--- config.mk ---
export PLATFORM = sky130hd
export DESIGN_NAME = irq_pending_latch_flat
export DESIGN_NICKNAME = d
export VERILOG_FILES = /design/src/rtl/irq_pending_latch_pkg.sv /design/src/rtl/irq_pending_latch_if.sv /design/src/rtl/irq_pending_latch_sync_2ff.sv /design/src/rtl/irq_pending_latch.sv /design/src/flat_wrapper.sv
export SDC_FILE = /design/constraint.sdc
export NUM_CORES = 1
export LEC_CHECK = 0
export CORE_AREA = 2 2 70 72
export CTS_BUF_LIST = sky130_fd_sc_hd__clkbuf_4
export DETAILED_ROUTE_END_ITERATION = 8
export DIE_AREA = 0 0 72 74
export DONT_BUFFER_PORTS = 1
export GPL_TIMING_DRIVEN = 0
export PLACE_DENSITY_LB_ADDON = 0.05
export SLEW_MARGIN = 40
export SYNTH_ARGS = -nofsm -noshare
export SYNTH_HDL_FRONTEND = slang
export SYNTH_HIERARCHICAL = 1
export SYNTH_SLANG_ARGS = --single-unit
--- constraint.sdc ---
create_clock -name clk -period 1.11 [get_ports clk]
set_input_delay 0.222 -clock clk [delete_from_list [all_inputs] [get_ports clk]]
set_output_delay 0.222 -clock clk [all_outputs]
set_load 0.05 [all_outputs]
--- src/rtl/irq_pending_latch_pkg.sv ---
// Shared constants and types for the interrupt pending latch front-end.
package irq_pkg;

  // Default number of request lines and the matching encoder index width.
  localparam int N_IRQ    = 8;
  localparam int IRQ_IDXW = $clog2(N_IRQ);

  // IDLE: waiting for an enabled pending bit; PRESENT: snapshot frozen on pend_out.
  typedef enum logic {
    IDLE    = 1'b0,
    PRESENT = 1'b1
  } irq_state_t;

endpackage

--- src/rtl/irq_pending_latch_if.sv ---
// Bundle of request, mask, handshake and status signals between the
// interrupt latch (slave) and the block driving / consuming it (master).
interface irq_pending_latch_if
  import irq_pkg::*;
#(
  parameter int N    = N_IRQ,
  parameter int IDXW = IRQ_IDXW
) ();

  logic [N-1:0]    irq_in;
  logic [N-1:0]    mask;
  logic            clr_all;
  logic            ack;
  logic [IDXW-1:0] ack_idx;
  logic [N-1:0]    pend_out;
  logic            irq_valid;
  logic [N-1:0]    pending_o;

  // Consumer / stimulus side.
  modport master (
    output irq_in,
    output mask,
    output clr_all,
    output ack,
    output ack_idx,
    input  pend_out,
    input  irq_valid,
    input  pending_o
  );

  // Latch side.
  modport slave (
    input  irq_in,
    input  mask,
    input  clr_all,
    input  ack,
    input  ack_idx,
    output pend_out,
    output irq_valid,
    output pending_o
  );

endinterface

--- src/rtl/irq_pending_latch_sync_2ff.sv ---
// Vector two-flop synchroniser for request lines that are asynchronous to clk.
// Each bit is synchronised independently; no cross-bit coherency is implied.
module sync_2ff #(
  parameter int W = 8
) (
  input  logic         clk,
  input  logic         rst_n,
  input  logic [W-1:0] d,
  output logic [W-1:0] q
);

  logic [W-1:0] meta_q;
  logic [W-1:0] meta_d;
  logic [W-1:0] sync_q;
  logic [W-1:0] sync_d;

  // Next values: shift the raw lines through the two stages.
  always_comb begin
    meta_d = d;
    sync_d = meta_q;
  end

  // Synchroniser stages, cleared asynchronously.
  always_ff @(posedge clk or negedge rst_n) begin
    if (!rst_n) begin
      meta_q <= '0;
      sync_q <= '0;
    end else begin
      meta_q <= meta_d;
      sync_q <= sync_d;
    end
  end

  assign q = sync_q;

endmodule

--- src/rtl/irq_pending_latch.sv ---
// Interrupt request front-end for an 8:3 priority encoder.
// Raw lines are synchronised, latched as pending bits (rising-edge or level
// mode), masked, and frozen into pend_out under a valid/ack handshake. The
// index returned on ack_idx clears the serviced pending bit in edge mode.
module irq_pending_latch
  import irq_pkg::*;
#(
  parameter int N         = N_IRQ,
  parameter int IDXW      = IRQ_IDXW,
  parameter bit EDGE_MODE = 1'b1
) (
  input  logic             clk,
  input  logic             rst_n,
  irq_pending_latch_if.slave bus
);

  logic [N-1:0] s1;
  logic [N-1:0] prev_q;
  logic [N-1:0] prev_d;
  logic [N-1:0] edge_det;
  logic [N-1:0] pending_q;
  logic [N-1:0] pending_d;
  logic [N-1:0] pend_out_q;
  logic [N-1:0] pend_out_d;
  logic         irq_valid_q;
  logic         irq_valid_d;
  irq_state_t   state_q;
  irq_state_t   state_d;

  logic [N-1:0] ack_sel;
  logic [N-1:0] ack_clr;
  logic         ack_take;
  logic [N-1:0] req;

  sync_2ff #(
    .W (N)
  ) u_sync (
    .clk   (clk),
    .rst_n (rst_n),
    .d     (bus.irq_in),
    .q     (s1)
  );

  // Rising-edge detect on the synchronised lines. prev always tracks s1, so a
  // flush also re-arms detection without producing an edge for held lines.
  always_comb begin
    prev_d   = s1;
    edge_det = s1 & ~prev_q;
  end

  // Decode the serviced index into a one-hot clear vector. An index at or
  // beyond N matches no line, and only bits actually presented may be
  // cleared, so a stray index completes the handshake without side effects.
  always_comb begin
    ack_sel = '0;
    for (int i = 0; i < N; i++) begin
      ack_sel[i] = (32'(bus.ack_idx) == 32'(i));
    end
    ack_take = (state_q == PRESENT) && bus.ack;
    ack_clr  = '0;
    if (ack_take && EDGE_MODE) begin
      ack_clr = ack_sel & pend_out_q;
    end
  end

  // Pending register update: flush first, then edge latch with set winning
  // over a same-cycle clear, or plain level follow.
  always_comb begin
    pending_d = pending_q;
    if (bus.clr_all) begin
      pending_d = '0;
    end else if (EDGE_MODE) begin
      pending_d = (pending_q & ~ack_clr) | edge_det;
    end else begin
      pending_d = s1;
    end
  end

  // Presentation FSM next state: snapshot enabled pending bits in IDLE, hold
  // them untouched in PRESENT until acknowledged. The mask only matters at
  // the moment of capture.
  always_comb begin
    req         = pending_q & bus.mask;
    state_d     = state_q;
    pend_out_d  = pend_out_q;
    irq_valid_d = irq_valid_q;
    if (bus.clr_all) begin
      state_d     = IDLE;
      pend_out_d  = '0;
      irq_valid_d = 1'b0;
    end else begin
      case (state_q)
        IDLE: begin
          if (|req) begin
            pend_out_d  = req;
            irq_valid_d = 1'b1;
            state_d     = PRESENT;
          end
        end
        PRESENT: begin
          if (bus.ack) begin
            irq_valid_d = 1'b0;
            state_d     = IDLE;
          end
        end
        default: begin
          irq_valid_d = 1'b0;
          state_d     = IDLE;
        end
      endcase
    end
  end

  // Edge-detect and pending state.
  always_ff @(posedge clk or negedge rst_n) begin
    if (!rst_n) begin
      prev_q    <= '0;
      pending_q <= '0;
    end else begin
      prev_q    <= prev_d;
      pending_q <= pending_d;
    end
  end

  // FSM state with registered snapshot and valid outputs.
  always_ff @(posedge clk or negedge rst_n) begin
    if (!rst_n) begin
      state_q     <= IDLE;
      pend_out_q  <= '0;
      irq_valid_q <= 1'b0;
    end else begin
      state_q     <= state_d;
      pend_out_q  <= pend_out_d;
      irq_valid_q <= irq_valid_d;
    end
  end

  assign bus.pend_out  = pend_out_q;
  assign bus.irq_valid = irq_valid_q;
  assign bus.pending_o = pending_q;

endmodule

--- src/flat_wrapper.sv ---
// flat-port wrapper written by rule: the top's interface ports become plain ports
module irq_pending_latch_flat import irq_pkg::*;
#(
  parameter int N         = N_IRQ,
  parameter int IDXW      = IRQ_IDXW,
  parameter bit EDGE_MODE = 1'b1
)
  (clk, rst_n, bus_irq_in, bus_mask, bus_clr_all, bus_ack, bus_ack_idx, bus_pend_out, bus_irq_valid, bus_pending_o);
  irq_pending_latch_if #(.N(N), .IDXW(IDXW)) bus_i ();
  input  logic clk;
  input  logic rst_n;
  input wire logic [$bits(bus_i.irq_in)-1:0] bus_irq_in;
  input wire logic [$bits(bus_i.mask)-1:0] bus_mask;
  input wire logic [$bits(bus_i.clr_all)-1:0] bus_clr_all;
  input wire logic [$bits(bus_i.ack)-1:0] bus_ack;
  input wire logic [$bits(bus_i.ack_idx)-1:0] bus_ack_idx;
  output wire logic [$bits(bus_i.pend_out)-1:0] bus_pend_out;
  output wire logic [$bits(bus_i.irq_valid)-1:0] bus_irq_valid;
  output wire logic [$bits(bus_i.pending_o)-1:0] bus_pending_o;
  assign bus_i.irq_in = bus_irq_in;
  assign bus_i.mask = bus_mask;
  assign bus_i.clr_all = bus_clr_all;
  assign bus_i.ack = bus_ack;
  assign bus_i.ack_idx = bus_ack_idx;
  assign bus_pend_out = bus_i.pend_out;
  assign bus_irq_valid = bus_i.irq_valid;
  assign bus_pending_o = bus_i.pending_o;
  irq_pending_latch #(.N(N), .IDXW(IDXW), .EDGE_MODE(EDGE_MODE)) u_core (.clk(clk), .rst_n(rst_n), .bus(bus_i));
endmodule
Word level (Yosys, flattened, before mapping)
Index checks and enable logic that the tools add are counted.
{ "totals": {"romBits": 0, "out_inout_bits": 17, "latchBits": 0, "ramBits": 0, "ff_bits": 42, "inputBits": 23, "memories": 0, "elab_cells": 44} }
{ "op_classes": {"n_mul": 0, "n_lt_le_gt_ge": 0, "div_mod_pow": 0, "add_sub_neg": 0, "bitwise_logic": 8, "n_eq_ne": 10, "n_mux": 13, "reduce_logical": 6, "shift": 0} }
{ "op_table": {"columns": ["cell", "n"], "rows": [
  ["2-to-1 mux 8 bit", 5],
  ["bitwise AND 8 bit", 4],
  ["inverter 8 bit", 2],
  ["equality test 3 bit (second input constant)", 4],
  ["OR 8 bit", 1],
  ["OR reduction 8 bit", 1],
  ["equality test 3 x 2 -> 1 bit (second input constant)", 2],
  ["2-to-1 mux 1 bit", 6],
  ["one-hot mux 1 bit (2 select lines)", 2],
  ["AND reduction 2 bit", 2],
  ["equality test 3 x 1 -> 1 bit (second input constant)", 1],
  ["logical NOT 3 bit", 1],
  ["!= test 3 x 2 -> 1 bit (second input constant)", 1],
  ["!= test 3 bit (second input constant)", 1],
  ["!= test 2 bit (second input constant)", 1],
  ["nonzero test 2 bit", 1],
  ["logical AND 1 bit", 1],
  ["inverter 1 bit", 1]
]} }

Depth between registers and ports, before layout
Gate-level depths: netlist of the first run.
{ "logic_depth": {"word_depth": 7, "depth_mapped": 5, "ltp_nobuf": 4} }

Modules after synthesis
The synthesis of the first run kept the hierarchy.
{ "modules_own_cells": {"columns": ["mod", "n_inst", "seq_area_each_um2", "cells_per_inst", "area_each_um2"], "rows": [
  ["irq_pending_latch", 1, 650.6, 101, 1118.6],
  ["sync_2ff", 1, 400.4, 16, 400.4]
]} }

Worst setup path before layout of the first run
No wires, ideal clock.
{ "synth_timing": {"kind": "reg-to-reg", "startpoint": "register u_core.pending_q[4] (netlist: u_core/bus.pending_o[4])", "endpoint": "register u_core.pend_out_q[0] (netlist: u_core/bus.pend_out[0])", "required_time_ns": 1.011, "path_stages_with_launch": 5, "period_less_slack_ns": 1.440, "setup_time_ns": 0.099, "arrival_ns": 1.341, "path_buffers": 0, "slack_ns": -0.330, "path_cell_list": "dfrtp_1 nand2_1 and4_4 nand4_4 a311oi_1"} }
{ "synth_between": {"elab_chain_len": 4} }
{ "synth_lines": {"columns": ["item", "line_no", "source"], "rows": [
  ["start: declaration", "irq_pending_latch.sv:21", "logic [N-1:0] pending_q;"],
  ["start signal: assignment", "irq_pending_latch.sv:121", "pending_q <= pending_d;"],
  ["bitwise AND 8 bit", "irq_pending_latch.sv:83", "req = pending_q & bus.mask;"],
  ["OR reduction 8 bit", "irq_pending_latch.sv:94", "if (|req) begin"],
  ["nonzero test 2 bit (no source line)", null, null],
  ["AND reduction 2 bit (no source line)", null, null],
  ["end signal: assignment", "irq_pending_latch.sv:133", "pend_out_q <= pend_out_d;"],
  ["end: declaration", "irq_pending_latch.sv:23", "logic [N-1:0] pend_out_q;"]
]} }
No other way between the ends.
A chain may end at the register's enable or synchronous reset.

Worst setup path in the final report of the first run
{ "layout_timing": {"startpoint": "register u_core.pending_q[5] (netlist: u_core/bus.pending_o[5])", "endpoint": "register u_core.pend_out_q[4] (netlist: u_core/bus.pend_out[4])"} }
Same word-level chain as after synthesis.

==> results of run 1 <==
## registers in the layout (all words and copies together) (netlist names)
register	flops
u_core/bus.pend_out	8
u_core/u_sync/q	8
u_core/prev_q	8
u_core/state_q	1
u_core/bus.pending_o	8
u_core/u_sync/meta_q	8
u_core/bus.irq_valid	1
## worst max path at each step
| stage | start | slack, ps | endpoint |
|---|---|---|---|
| 3_3_place_gp | u_core/bus.pending_o[5] | -340 | u_core/bus.pend_out[0] |
| 6_report | u_core/bus.pending_o[5] | -300 | u_core/bus.pend_out[4] |
| 4_1_cts | u_core/bus.pending_o[5] | -310 | u_core/bus.pend_out[4] |
| 5_1_grt | u_core/bus.pending_o[5] | -370 | u_core/bus.pend_out[0] |
| 3_5_place_dp | u_core/bus.pending_o[5] | -360 | u_core/bus.pend_out[5] |
| 2_1_floorplan | u_core/bus.pending_o[3] | -170 | u_core/bus.pend_out[2] |
## layer usage
| metal | GRT usage [%] | up-vias |
|---|---|---|
| met5 | 0 | - |
| met4 | 6.08 | 0 |
| met3 | 6.10 | 7 |
| met2 | 21.2 | 31 |
| met1 | 16.9 | 487 |
| li1 | - | 466 |
## area by class of cell
class                      count  area (um^2)
buffer                         4         26.3
clock buffer                   6         45.0
clock inverter                 2         8.76
fill                         452         2770
inverter                       1         3.75
multi-input combinational     71          523
sequential                    42         1070
tap                           54         67.6
timing repair buffer           8         80.1
## layout by cell type, fill, tap and decap left out
master and instances:
nand2b_1 9, nor2b_1 1, dfrtp_2 15, nand4_4 2, dfrtp_1 26, nand2_1 8
o21ai_0 1, nand3_2 2, a211oi_2 2, buf_4 1, clkbuf_4 6, a21oi_1 12
nand3_1 3, inv_2 1, o21a_1 2, a311oi_2 2, o31ai_2 2, buf_6 1
and4_4 1, clkbuf_1 2, a311oi_1 4, and2b_1 1, clkinv_2 1, nand2_2 3
nor2b_4 1, o31ai_1 2, dfrtp_4 1, o21ai_1 2, nor2_1 1, a31oi_1 8
nand4_1 1, dlygate4sd3_1 8, clkinv_1 1, a22oi_4 1
## power by group
part           total, uW  leakage (uW)  internal [uW]  switching [uW]
Clock                735     0.0000331            263             472
Sequential          1810      0.000497           1620             186
Combinational        276      0.000171            125             151
Total               2820      0.000700           2010             809
## cell families (layout without fill, tap and decap cells)
family,count (synthesis),count (layout)
flops,42,42
buf+inv,5,21
simple gates,32,33
compound gates,38,38
## metrics by stage
stage	hold WS [ps]	setup TNS [ps]
floorplan	-73.6	-1780
global placement	-72.4	-4510
detailed placement	-72.2	-4950
CTS	-464	-4420
global route	-485	-5090
finish	-447	-3440
## critical path: stages (launching register included)
cell and delay [ps]:
dfrtp_2 540, nand2_2 140, and4_4 270, nand4_4 130, a311oi_1 250
## what timing repair did
action | in CTS | in global routing
resized for setup | 21 | 8
setup endpoints to repair | 35 | 34
setup buffers | 0 | 0
cloned | 1 | 0
hold endpoints to repair | 50 | 42
pin swaps | 1 | 1
==> out/metrics.csv, run 1 <==
stage;metric;value;unit
yosys;register area share after synthesis;69.2;%
routing;routed length on met2;1.63;mm
timing;Min Hold Slack;-447;ps
yosys;#FFs+latches synth;42;
routing;Vias;991;
worst_setup_path;startpoint class of the critical path;flop;
yosys;Synth top area share;69.2;%
clock_tree;CTS buffer count;5;
pwr;peak supply drop;0.627;mV
global_routing;initial antenna violation count;0;
place;Routability Congestion;0.765;
timing;Worst Tran Pin Value;579;ps
layout;Area Growth Syn to Fin;20.3;%
worst_setup_path;r2r worst-path depth;4;
yosys;Post-Synth Simple-Gate Area;12.2;%
yosys;count leader, synth;dfrtp_1;
yosys;number of synthesized flops with an enable pin;0;
routing;wl on met1;1.46;mm
worst_setup_path;Crit Reg-Reg Endpoint;u_core/bus.pend_out[4];
floorplan;Initial Util;33.0;%
run_status;status;finished, violations left;
yosys;largest cells by area after synthesis;dfrtp_1 (69%), a21oi_1 (4.0%), nand2b_1 (3.7%), a311oi_1 (3.5%), a31oi_1 (3.3%);
clock_tree;CTS tree;yes;
yosys;largest area contributor in the synthesized netlist;dfrtp_1;
floorplan;Site Rows;25;
yosys;compound-gate portion of the synthesized area;17.1;%
timing;Final Slew Violations;0;
worst_setup_path;WP data required;1370;ps
floorplan;core area;4600;um^2
yosys;Post-Synth Adder-Cell Area;0;%
routing;1st-pass router iterations;4;
global_routing;vias in the first global route;981;
routing;routed wl met3;269;um
timing;PnR worst setup slack;-304;ps
clock_tree;CTS Root Cell;clkbuf_4;
layout;Non-Filler Instances;188;
pwr;PwrDens;1540;nW/um^2
routing;Top Layer Used;met4;
clock_tree;clk slew on worst S/H paths;120;ps
flow_run;Max Cap Viol;0;
timing;Peak Freq;707;MHz
global_routing;grt total ovfl;0;
yosys;post-synthesis mux area share;0;%
place;placed insts;171;
yosys;Synth Instances;117;
routing;DR vias/cell;5.27;
worst_setup_path;Worst Path Max Fanout;5;
routing;WL/cell;18.2;um
layout;design area;1830;um^2
worst_setup_path;R2R Path Start;u_core/bus.pending_o[5];
floorplan;Top-Level Pins;40;
clock_tree;Sink Count;42;
yosys;xor and xnor area share after synthesis;0;%
layout;ant diodes;0;
worst_setup_path;CP Data Arrival Time;1670;ps
yosys;Ys Warns;6;
routing;ANT nets after route;0;
yosys;async set-reset flop share out of synthesis;100;%
routing;Routed WL;3.41;mm
yosys;Post-synth top cells;dfrtp_1 (42), a21oi_1 (12), nand2_1 (11), nand2b_1 (9), a31oi_1 (8);
clock_tree;htree depth;2;
run_status;failing checks;negative hold slack, negative setup slack;
worst_hold_path;worst min-delay path category;input port to async pin;
worst_setup_path;WS Path Type;flop to flop;
timing;unrepaired setup endpoints after global routing;true;
layout;number of nets in the layout;156;
global_routing;first-pass GRT wire length;5.32;mm
yosys;main combinational cell family by area after synthesis;compound AO/OA/AOI/OAI gates;
clock_tree;clock tree buffer depth;2;
worst_setup_path;setup slack, reg-to-reg;-300;ps
timing;endpoints failing setup;30;
pwr;final total power;2820;uW
worst_setup_path;Crit. End Element;flop;
routing;initial DRC count;37;
layout;share of cells above drive strength 1;31.3;%
timing;slew margin rel.;61.4;%
timing;Final Hold Fails;42;
clock_tree;CTS Hold Buffers Added;8;
global_routing;largest net degree at the start of global routing;43;
global_routing;Global Route Usage Sum;13.8;%
yosys;Primary FF master, synth;dfrtp_1;
timing;clk_skew;5.65;ps
routing;drt drc;0;
yosys;syn_area_per_cell;13.0;um^2
timing;Period Utilization, post-route;127;%
floorplan;Die X;72;um
place;hpwl dp;2.31;mm
pwr;cell leakage power;0.000700;uW
floorplan;die height;74;um
clock_tree;clock latency at the later pin of the worst-skew pair;340;ps
yosys;syn_nets;140;
place;placed instance area;1590;um^2
place;PortBufs;0;
yosys;Synth Cell Area;1520;um^2
floorplan;die footprint;5330;um^2
layout;Final Core Density;39.8;%
place;DP Worst Slack;-359;ps
timing;min Tclk post-route;1410;ps
yosys;Yosys cell types;22;
No activity file was read; power rests on OpenSTA's default activity.
==> inputs of run 2 (changes only) <==
Clock period 1.11 ns to 1.5 ns, I/O delays scaled along.
==> out/metrics.csv, run 2 (synthesis results as in run 1) <==
stage;metric;value;unit;change
pwr;peak supply drop;0.404;mV;-36%
global_routing;Global Route Usage Sum;14.4;%;+0.62 points
clock_tree;clk slew on worst S/H paths;110;ps;about the same
timing;Period Utilization, post-route;97.5;%;-30 points
routing;DR vias/cell;5.43;;+2.9%
worst_setup_path;Crit Reg-Reg Endpoint;u_core/bus.pend_out[4];;
worst_setup_path;startpoint class of the critical path;flop;;
routing;initial DRC count;36;;-2.7%
worst_setup_path;WS Path Type;flop to flop;;
layout;commonest cells after routing, fill and taps aside;dfrtp_1 (34), a21oi_1 (12), nand2b_1 (9), dlygate4sd3_1 (9);;
layout;Multi-input gate area;507;um^2;-3.1%
global_routing;grt total ovfl;0;;unchanged
worst_setup_path;R2R Path Start;u_core/bus.pending_o[3];;
timing;clk_skew;8.16;ps;+2.51 ps
worst_setup_path;Crit. End Element;flop;;
worst_setup_path;WP data required;1750;ps;+380 ps
clock_tree;clock latency at the later pin of the worst-skew pair;340;ps;about the same
worst_hold_path;Hold Crit Start;bus_mask[4];;
layout;Seq. cell area;1060;um^2;-1.2%
worst_hold_path;worst min-delay path category;input port to flop;;
timing;min Tclk post-route;1460;ps;+49.2 ps
timing;unrepaired setup endpoints after global routing;true;;
floorplan;Die X;72;um;unchanged
place;hpwl dp;2.32;mm;+0.66%
worst_setup_path;Setup crit start;u_core/bus.pending_o[3];;
routing;ANT nets after route;0;;unchanged
floorplan;die height;74;um;unchanged
worst_setup_path;Worst Path Max Fanout;5;;unchanged
place;placed instance area;1590;um^2;-0.47%
worst_setup_path;number of stages on the worst setup path;4;;unchanged
worst_setup_path;r2r worst-path depth;4;;unchanged
layout;design area;1830;um^2;-0.14%
clock_tree;clock tree buffer depth;2;;unchanged
run_status;status;completed;;
global_routing;initial antenna violation count;0;;unchanged
layout;number of nets in the layout;160;;+2.6%
global_routing;vias in the first global route;1080;;+10%
flow_run;Max Cap Viol;0;;unchanged
routing;drt drc;0;;unchanged
clock_tree;htree depth;2;;unchanged
clock_tree;CTS Root Cell;clkbuf_4;;
global_routing;largest net degree at the start of global routing;43;;unchanged
layout;most common cell after layout, fill and taps aside;dfrtp_1;;
worst_setup_path;setup slack, reg-to-reg;40;ps;+340 ps
timing;slew margin rel.;62.0;%;+0.63 points
pwr;PwrDens;1120;nW/um^2;-27%
floorplan;Site Rows;25;;unchanged
floorplan;die footprint;5330;um^2;unchanged
timing;Worst Tran Pin Value;569;ps;-9.52 ps
clock_tree;Sink Count;42;;unchanged
place;Routability Congestion;0.787;;+2.9%
timing;Final Slew Violations;0;;unchanged
worst_setup_path;end of the critical path;u_core/bus.pend_out[4];;
routing;Vias;1031;;+4.0%
worst_setup_path;CP max stage delay;550;ps;about the same
worst_setup_path;CP max stage cell;dfrtp_2;;
pwr;cell leakage power;0.000722;uW;+3.1%
routing;WL/cell;18.1;um;-0.13%
timing;endpoints failing setup;0;;-100%
layout;ant diodes;0;;unchanged
worst_setup_path;CP Data Arrival Time;1720;ps;+50 ps
layout;Area Growth Syn to Fin;20.2;%;
layout;fillers;475;;+5.1%
routing;1st-pass router iterations;4;;unchanged
floorplan;Initial Util;33.0;%;unchanged
clock_tree;CTS buffer count;5;;unchanged
clock_tree;CTS tree;yes;;
floorplan;core area;4600;um^2;unchanged
timing;Peak Freq;684;MHz;-3.4%
global_routing;first-pass GRT wire length;5.53;mm;+4.0%
pwr;final total power;2050;uW;-27%
worst_setup_path;Worst path top cell family by delay;flip-flops;;
timing;Final Hold Fails;0;;-100%
routing;Routed WL;3.45;mm;+0.94%
worst_setup_path;Cell Chain, Critical Path;nand2_2, and4_4, nand4_4, a311oi_1;;
worst_setup_path;Buf+Inv Stages, Crit Path;0;;unchanged
layout;share of cells above drive strength 1;23.5;%;-7.8 points
floorplan;Top-Level Pins;40;;unchanged
place;PortBufs;0;;unchanged
-- run 2: stage by stage --
step / utilization (%) / setup TNS (ps) / std cells / worst slack (ps) / hold WS, ps
final: 39.7 / 0 / 190 / 37.0 / 127
after global routing: 39.7 / 0 / 190 / 3.64 / 91.7
after detailed placement: 34.5 / -1080 / 171 / -142 / 5.73
after floorplan: - / 0 / 117 / 59.9 / 4.41
after CTS: 38.7 / 0 / 188 / 4.41 / 104
after global placement: 34.5 / -691 / 171 / -104 / 5.84
-- run 2: timing repair --
item                                   4_1_cts  5_1_grt
endpoints found under the hold margin       50        0
gates resized for setup                     10        8
setup endpoints to repair                   10        8
pin swaps                                    0        6
setup buffers                                0        2
cloned                                       1        0
hold buffers                                10        0
-- run 2: worst min path at each step --
stage                                        end  cells past startpoint
after detailed placement      u_core/u_sync/q[4]                      0
final                     u_core/bus.pend_out[4]                      2
after global placement          u_core/prev_q[4]                      0
after CTS                         u_core/state_q                      2
after floorplan             u_core/bus.irq_valid                      0
after global routing              u_core/state_q                      2
-- run 2: cell type report --
class	instances	share of cell area [%]
tap	54	3.70
clock buffer	5	2.06
sequential	42	58.1
timing repair buffer	12	6.85
inverter	1	0.206
multi-input combinational	71	27.8
clock inverter	1	0.206
buffer	4	1.10
-- run 2: power breakdown --
group	switching, uW	internal, uW	leakage (uW)
clock network	326	160	0.0000246
logic	137	94.9	0.000188
registers	137	1190	0.000510
-- run 2: routing by layer --
| metal | part of all wire, % | GRT usage (%) | vias to the layer above |
|---|---|---|---|
| met5 | 0 | 0 | - |
| li1 | - | - | 469 |
| met1 | 42 | 17.1 | 513 |
| met3 | 10 | 7.45 | 8 |
| met2 | 45 | 21.4 | 41 |
| met4 | 2.0 | 7.55 | 0 |
